[config.mk]
export PLATFORM = sky130hd
export DESIGN_NAME = slv_stream_feeder
export DESIGN_NICKNAME = d
export VERILOG_FILES = /design/src/rtl/slv_stream_feeder.sv
export SDC_FILE = /design/constraint.sdc
export NUM_CORES = 1
export LEC_CHECK = 0
export BUFFER_PORTS_ARGS = -buffer_cell sky130_fd_sc_hd__buf_2
export CORE_UTILIZATION = 55
export DETAILED_ROUTE_END_ITERATION = 8
export GPL_TIMING_DRIVEN = 1
export PLACE_DENSITY_LB_ADDON = 0.08
export SLEW_MARGIN = 20
export SYNTH_ARGS = -nofsm -noshare
export SYNTH_HDL_FRONTEND = slang
export SYNTH_SLANG_ARGS = --single-unit
[constraint.sdc]
create_clock -name clk -period 3.8 [get_ports clk]
set_input_delay 0.95 -clock clk [delete_from_list [all_inputs] [get_ports clk]]
set_output_delay 0.95 -clock clk [all_outputs]
set_load 0.01 [all_outputs]
[src/rtl/slv_stream_feeder.sv]
// Byte-stream to DW-bit word packer feeding one accelerator slave port.
// Optional SLV_FEEDER_PREFETCH_EN adds a second pack buffer for back-to-back words.
module slv_stream_feeder #(
    parameter int unsigned DW    = 32,
    parameter int unsigned CNT_W = 16
) (
    input  logic             clk,
    input  logic             rst_n,
    input  logic             start,
    input  logic [1:0]       cfg_mode,
    input  logic [7:0]       cfg_proc_val,
    input  logic [CNT_W-1:0] cfg_words,
    input  logic [7:0]       pix_in,
    input  logic             pix_valid,
    output logic             pix_ready,
    output logic [1:0]       slv_mode,
    output logic [7:0]       slv_proc_valid,
    output logic [DW-1:0]    slv_data,
    output logic             slv_data_valid,
    input  logic             slv_ready,
    output logic             busy,
    output logic             done
);

    localparam int unsigned NB = DW / 8;
    localparam int unsigned IW = (NB > 1) ? $clog2(NB) : 1;
    localparam logic [IW-1:0] LAST_IDX = IW'(NB - 1);

    typedef enum logic [1:0] {
        IDLE = 2'd0,
        PACK = 2'd1,
        SEND = 2'd2,
        DONE = 2'd3
    } state_t;

    state_t           state_q, state_d;
    logic [CNT_W-1:0] rem_q, rem_d;
    logic [IW-1:0]    idx_q, idx_d;
    logic [DW-1:0]    buf_q, buf_d;
    logic [DW-1:0]    data_d;
    logic [1:0]       mode_d;
    logic [7:0]       proc_d;
    logic             pix_ready_d, valid_d, busy_d, done_d;
    logic             take, word_done;
`ifdef SLV_FEEDER_PREFETCH_EN
    logic             full_q, full_d;
    logic [CNT_W-1:0] unpk_q, unpk_d;
`endif

    // State and output registers
    always_ff @(posedge clk or negedge rst_n) begin
        if (!rst_n) begin
            state_q        <= IDLE;
            rem_q          <= '0;
            idx_q          <= '0;
            buf_q          <= '0;
            slv_data       <= '0;
            slv_mode       <= '0;
            slv_proc_valid <= '0;
            pix_ready      <= 1'b0;
            slv_data_valid <= 1'b0;
            busy           <= 1'b0;
            done           <= 1'b0;
`ifdef SLV_FEEDER_PREFETCH_EN
            full_q         <= 1'b0;
            unpk_q         <= '0;
`endif
        end else begin
            state_q        <= state_d;
            rem_q          <= rem_d;
            idx_q          <= idx_d;
            buf_q          <= buf_d;
            slv_data       <= data_d;
            slv_mode       <= mode_d;
            slv_proc_valid <= proc_d;
            pix_ready      <= pix_ready_d;
            slv_data_valid <= valid_d;
            busy           <= busy_d;
            done           <= done_d;
`ifdef SLV_FEEDER_PREFETCH_EN
            full_q         <= full_d;
            unpk_q         <= unpk_d;
`endif
        end
    end

    // Next state, pixel packing and next output values
    always_comb begin
        state_d = state_q;
        rem_d   = rem_q;
        idx_d   = idx_q;
        buf_d   = buf_q;
        data_d  = slv_data;
        mode_d  = slv_mode;
        proc_d  = slv_proc_valid;
`ifdef SLV_FEEDER_PREFETCH_EN
        full_d  = full_q;
        unpk_d  = unpk_q;
`endif
        take      = pix_valid && pix_ready;
        word_done = take && (idx_q == LAST_IDX);

        for (int unsigned b = 0; b < NB; b++) begin
            if (take && (idx_q == IW'(b))) buf_d[b*8 +: 8] = pix_in;
        end
        if (take) idx_d = word_done ? '0 : idx_q + IW'(1);

        case (state_q)
            IDLE: begin
                if (start) begin
                    mode_d  = cfg_mode;
                    proc_d  = cfg_proc_val;
                    rem_d   = cfg_words;
                    idx_d   = '0;
                    buf_d   = '0;
`ifdef SLV_FEEDER_PREFETCH_EN
                    unpk_d  = cfg_words;
                    full_d  = 1'b0;
`endif
                    state_d = (cfg_words != '0) ? PACK : DONE;
                end
            end
            PACK: begin
                if (word_done) begin
                    data_d  = buf_d;
                    state_d = SEND;
`ifdef SLV_FEEDER_PREFETCH_EN
                    unpk_d  = unpk_q - CNT_W'(1);
`endif
                end
            end
            SEND: begin
`ifdef SLV_FEEDER_PREFETCH_EN
                if (word_done) begin
                    full_d = 1'b1;
                    unpk_d = unpk_q - CNT_W'(1);
                end
`endif
                if (slv_ready) begin
                    rem_d = rem_q - CNT_W'(1);
                    if (rem_q == CNT_W'(1)) begin
                        state_d = DONE;
                    end
`ifdef SLV_FEEDER_PREFETCH_EN
                    else if (full_d) begin
                        data_d = buf_d;
                        full_d = 1'b0;
                    end
`endif
                    else begin
                        state_d = PACK;
                    end
                end
            end
            DONE: begin
                // A zero-length frame enters DONE with done low, so it pulses one cycle later
                if (done) state_d = IDLE;
            end
            default: state_d = IDLE;
        endcase

        busy_d      = (state_d != IDLE);
        valid_d     = (state_d == SEND);
        done_d      = (state_d == DONE) && (state_q != IDLE) && !done;
        pix_ready_d = (state_d == PACK);
`ifdef SLV_FEEDER_PREFETCH_EN
        if ((state_d == SEND) && !full_d && (unpk_d != '0)) pix_ready_d = 1'b1;
`endif
    end

endmodule

==> results of run 1 <==
final timing paths:
kind	start	endpoint	slack (ns)
max in group asynchronous	rst_n	slv_data[3]	2.44
worst min register to register	slv_data[6]	slv_data[6]	0.48
worst max-delay path	state_q[1]	pix_ready	1.81
worst min-delay path	slv_data[6]	slv_data[6]	0.48
min in group asynchronous	rst_n	rem_q[9]	0.57
worst max register to register	state_q[1]	pix_ready	1.81
power by group through the flow:
| stage | logic [uW] | registers, uW | clock network, uW |
|---|---|---|---|
| detailed placement | 1200 | 1640 | 0 |
| floorplan | 739 | 1650 | 0 |
| finish | 1190 | 1630 | 634 |
| global route | 1340 | 1680 | 690 |
| global placement | 1150 | 1620 | 0 |
| CTS | 1200 | 1630 | 647 |
cell usage in the layout (no fill, tap or decap), drive strengths merged, types with 5 or more instances in the layout:
cell type | netlist | layout
nor4 | 5 | 5
ha | 6 | 6
inv | 7 | 11
nand2 | 40 | 40
a21oi | 18 | 18
o22ai | 5 | 5
nand3 | 9 | 9
nor2 | 40 | 40
clkbuf | 17 | 10
mux2 | 18 | 18
nand4 | 7 | 7
buf | 6 | 92
mux2i | 26 | 26
o21ai | 32 | 32
dfrtp | 90 | 90
nor3 | 5 | 5
worst min-delay path: cells and delay by family (launching register included):
family          cells  cell delay (ns)
flops               1             0.35
compound gates      1             0.06
simple gates        1             0.04
state kept, by name, indices dropped and copies added (netlist names):
name	cells
idx_q	2
slv_data	32
buf_q	24
done	1
slv_proc_valid	8
busy	1
state_q	2
rem_q	16
slv_mode	2
slv_data_valid	1
pix_ready	1
through the flow:
step / std cells / hold slack [ns]
6_report: 554 / 0.481
5_1_grt: 554 / 0.518
4_1_cts: 554 / 0.488
3_5_place_dp: 538 / 0.465
3_3_place_gp: 538 / 0.459
2_1_floorplan: 373 / 0.480
routing by layer:
| metal | vias to the layer above | wire length [um] | track usage [%] |
|---|---|---|---|
| met3 | 12 | 522 | 4.45 |
| met1 | 1489 | 4210 | 37.4 |
| met5 | - | 0 | 0 |
| li1 | 1484 | - | - |
| met4 | 0 | 93 | 9.85 |
| met2 | 108 | 3890 | 37.2 |
cell type report:
class / instances / area [sq um]
Tap cell: 96 / 120
Fill cell: 567 / 2190
Clock inverter: 6 / 55.1
Multi-Input combinational cell: 253 / 1600
Inverter: 7 / 26.3
Clock buffer: 10 / 138
Timing Repair Buffer: 92 / 483
Sequential cell: 90 / 2250
cell families after synthesis:
group / Yosys count / share of synthesized area (%)
multiplexers: 44 / 11.7
AND/OR/NAND/NOR: 125 / 14.8
buffers and inverters: 30 / 3.02
AO/OA/AOI/OAI: 78 / 11.9
adder cells (fa/ha/maj): 6 / 1.89
flip-flops: 90 / 56.7
==> out/metrics.yaml, run 1 <==
setup_path:
  critPathLaunchType: "register"
  cp_data_arrival_time_ns: 2.25
  path_delay_family: "simple AND/OR/NAND/NOR gates"
  max_stage_delay_ns: 0.63
  reg2regPathDepth: 4
  path_cells: "nand2b_1, nor2_2, nand4_1, and3_1"
  crit_buf_inv: 0
  critPathRequiredTime_ns: 4.06
  worst_path_max_delay_cell: "nor2_2"
  worstSetupPathType: "reg -> reg"
  end_kind: "register"
  path_max_fanout: 15
  crit_cells: 4
global_route:
  grt_pass1_wl_um: 14300
  grt_max_degree: 57
  grt_overflow: 0
  first_global_vias: 2955
  antenna_found_initial: 0
  grtUsageTotal_pct: 25.3
drt:
  finalWirelength_um: 8710
  route.detailed.drc: 0
  postRouteAntennaNets: 0
  drtIter0Drc: 183
  drt-wirelength-per-cell_um: 15.7
  num_vias: 3093
  viasPerCell: 5.58
  firstDrtPassIters: 5
min_path:
  hold_class: "reg -> reg"
  min_path_cells: 2
floorplanning:
  die_x_um: 87.0
  initial_core_util_pct: 57.8
  rows: 30
  fp.dieH_um: 87.0
  dieArea_sq_um: 7570
  io_pins: 85
  core_area_sq_um: 6870
sta:
  rsz0062_at_grt: "false"
  post-route-period-util_pct: 52.3
  tightest_slew_ns: 0.804
  finalHoldViolCount: 0
  slew_violations: 0
  slew-limit-headroom_pct: 46.3
  clock_skew_ns: 0.0156
  clock.fmax_mhz: 503
  setup_tns_ns: 0
  setup_violations: 0
  setup_ws_ns: 1.81
  post-route-min-period_ns: 1.99
clocking:
  clk_path_buf_depth: 2
  ctsHoldBuffers: 0
  htreeDepth: 3
  post_cts_buffers: 0
  cts_root_buf: "clkbuf_8"
  cts.clk_slew.worst_paths_ns: 0.10
  cts_num_sinks: 90
  clkLatencyLatePin_ns: 0.37
  cts_buffers: 9
  cts_tree: "built"
  cts_resized: 0
run_status:
  status: "finished, final reports clean"
power_and_ir_drop:
  comb_power_share_pct: 34.5
  seqPwrFrac_pct: 47.1
  p_per_area_nw_per_um2: 739
  switching_power_uw: 1300
  clkPwrFrac_pct: 18.3
  p_leak_uw: 0.00237
  switching_share_pct: 37.7
  max-vdd-ir-drop_uv: 429
  intPower_uw: 2150
  total_power_uw: 3460
synth:
  synth_seq_cells: 90
  yosysTopAreaCellShare_pct: 56.7
  synthesis.area_sq_um: 3970
  ys_top_cells_by_area: "dfrtp_1 57%, mux2i_1 6.6%, mux2_2 5.1%"
  yosysWarningCount: 0
  ys_seq_area_share_pct: 56.7
  yosysTopAreaCell: "dfrtp_1"
  syn-mean-instance-area_sq_um: 10.7
  synth_ff_type: "dfrtp_1"
  synth-edff-count: 0
  syn_nets: 418
  async_flop_share_pct: 100
  synth_cell_types: 40
  netlist_instances: 373
  post-synth-top-count-cell: "dfrtp_1"
  synth.top_cells.by_count: "90 x dfrtp_1, 40 x nand2_1, 40 x nor2_1"
run:
  drv_cap: 0
final_layout:
  drive_above_1_share_pct: 28.8
  design_area_sq_um: 4680
  final_core_util_pct: 68.1
  num_antenna_cells: 0
  nets: 498
  areaGrowthSynthToFinish_pct: 17.7
place:
  dpl-instance-area_sq_um: 4480
  dp_slack_ns: 1.48
  dp_hpwl_um: 6150
  gp_congestion: 0.867
  port_buffers: 84
No activity file was read; power rests on OpenSTA's default activity.
==> run 2: changes to the inputs <==
CORE_UTILIZATION = 49   (was 55)
clock period = 1.8 ns   (was 3.8 ns; I/O delays follow)
==> out/metrics.yaml, run 2 (same netlist as run 1, synthesis figures left out) <==
final_layout:
  areaGrowthSynthToFinish_pct: 24.7
  design_area_sq_um: 4950
  drive_above_1_share_pct: 32.8
  nets: 519
  num_antenna_cells: 0
  largest_register: "slv_data"
  final_cell_mix: "89 x dfrtp_1, 83 x buf_2, 40 x nand2_1"
  largest_registers: "slv_data (32), buf_q (24), rem_q (16)"
  final_core_util_pct: 63.8
  largest_reg_flops: 32
  fillers: 661
  final_common_cell: "dfrtp_1"
drt:
  finalWirelength_um: 9060
  firstDrtPassIters: 4
  viasPerCell: 5.39
  route.detailed.drc: 0
  num_vias: 3134
  postRouteAntennaNets: 0
  drtIter0Drc: 187
  drt-wirelength-per-cell_um: 15.6
run:
  drv_cap: 0
sta:
  worst_hold_slack_ns: 0.107
  clock_skew_ns: 0.0185
  slew_violations: 0
  setup_violations: 0
  post-route-period-util_pct: 97.9
  setup_tns_ns: 0
  post-route-min-period_ns: 1.76
  tightest_slew_ns: 0.483
  clock.fmax_mhz: 568
  finalHoldViolCount: 0
  setup_ws_ns: 0.0383
  rsz0062_at_grt: "false"
  slew-limit-headroom_pct: 67.8
setup_path:
  worstSetupPathType: "reg -> reg"
  path_max_fanout: 3
  critPathLaunchType: "register"
  reg2regPathDepth: 4
  cp_data_arrival_time_ns: 2.04
  critPathRequiredTime_ns: 2.08
  r2r_slack_ns: 0.04
  end_kind: "register"
clocking:
  cts_num_sinks: 90
  cts_root_buf: "clkbuf_8"
  cts_tree: "built"
  ctsHoldBuffers: 0
  cts.clk_slew.worst_paths_ns: 0.09
  cts_buffers: 9
  htreeDepth: 3
  clkLatencyLatePin_ns: 0.36
  clk_path_buf_depth: 2
floorplanning:
  core_area_sq_um: 7770
  io_pins: 85
  fp.dieH_um: 92.0
  die_x_um: 92.0
  initial_core_util_pct: 51.1
  dieArea_sq_um: 8470
  rows: 32
power_and_ir_drop:
  comb_power_share_pct: 37.4
  switching_share_pct: 36.8
  max-vdd-ir-drop_uv: 795
  seqPwrFrac_pct: 43.7
  clkPwrFrac_pct: 19.0
  p_leak_uw: 0.00250
  intPower_uw: 4900
  p_per_area_nw_per_um2: 1570
  switching_power_uw: 2860
place:
  dp_hpwl_um: 6130
  port_buffers: 84
  gp_congestion: 0.841
  dp_slack_ns: -0.0358
  dpl-instance-area_sq_um: 4670
global_route:
  grtUsageTotal_pct: 22.8
  grt_pass1_wl_um: 15000
  grt_max_degree: 91
  first_global_vias: 3092
  grt_overflow: 0
  antenna_found_initial: 0
run_status:
  status: "finished, final reports clean"
min_path:
  hold_class: "in -> async"
-- run 2: worst paths after layout --
kind / end / start
max: rem_q[9] / rem_q[6]
min: rem_q[7] / rst_n
max reg2reg: rem_q[9] / rem_q[6]
min reg2reg: slv_data[4] / slv_data[4]
max in group asynchronous: rem_q[0] / rst_n
min in group clk: slv_proc_valid[2] / cfg_proc_val[2]
-- run 2: routing by layer --
metal  track usage, %  share of wire (%)  vias up
li1                 -                  -     1522
met1             33.7                 49     1520
met2             34.2                 46       82
met3             3.81                4.6       10
met4             7.81                1.3        0
met5                0                  0        -
-- run 2: critical path: stages, from the launching register on --
cell and delay (ns):
dfrtp_1 0.40, or4_4 0.56, or4_4 0.44, a21oi_2 0.13, a2bb2oi_1 0.16
-- run 2: cell type report --
| cell class | instances | area [sq um] | share of cell area [%] |
|---|---|---|---|
| well taps | 102 | 128 | 2.58 |
| flip-flops and latches | 90 | 2250 | 45.5 |
| clock buffers | 9 | 124 | 2.50 |
| clock inverters | 7 | 92.6 | 1.87 |
| repair buffers | 113 | 694 | 14.0 |
| multi-input cells | 253 | 1630 | 33.0 |
| inverters | 7 | 26.3 | 0.531 |
-- run 2: repair_timing --
| item | CTS | global route |
|---|---|---|
| buffers inserted | 1 | 3 |
| cloned | 0 | 1 |
| setup endpoints to repair | 1 | 6 |
| pin swaps | 2 | 4 |
| resized for setup | 2 | 4 |
-- run 2: power by group through the flow --
stage | clock (uW) | combinational [uW] | sequential, uW
2_1_floorplan | 0 | 1560 | 3490
3_3_place_gp | 0 | 2730 | 3370
3_5_place_dp | 0 | 2810 | 3410
4_1_cts | 1510 | 2840 | 3390
5_1_grt | 1570 | 3240 | 3500
6_report | 1470 | 2900 | 3390
-- run 2: stage by stage --
stage | instances | power, uW
after CTS | 577 | 7730
after detailed placement | 560 | 6220
after global routing | 581 | 8320
final | 581 | 7760
after global placement | 560 | 6100
after floorplan | 373 | 5050
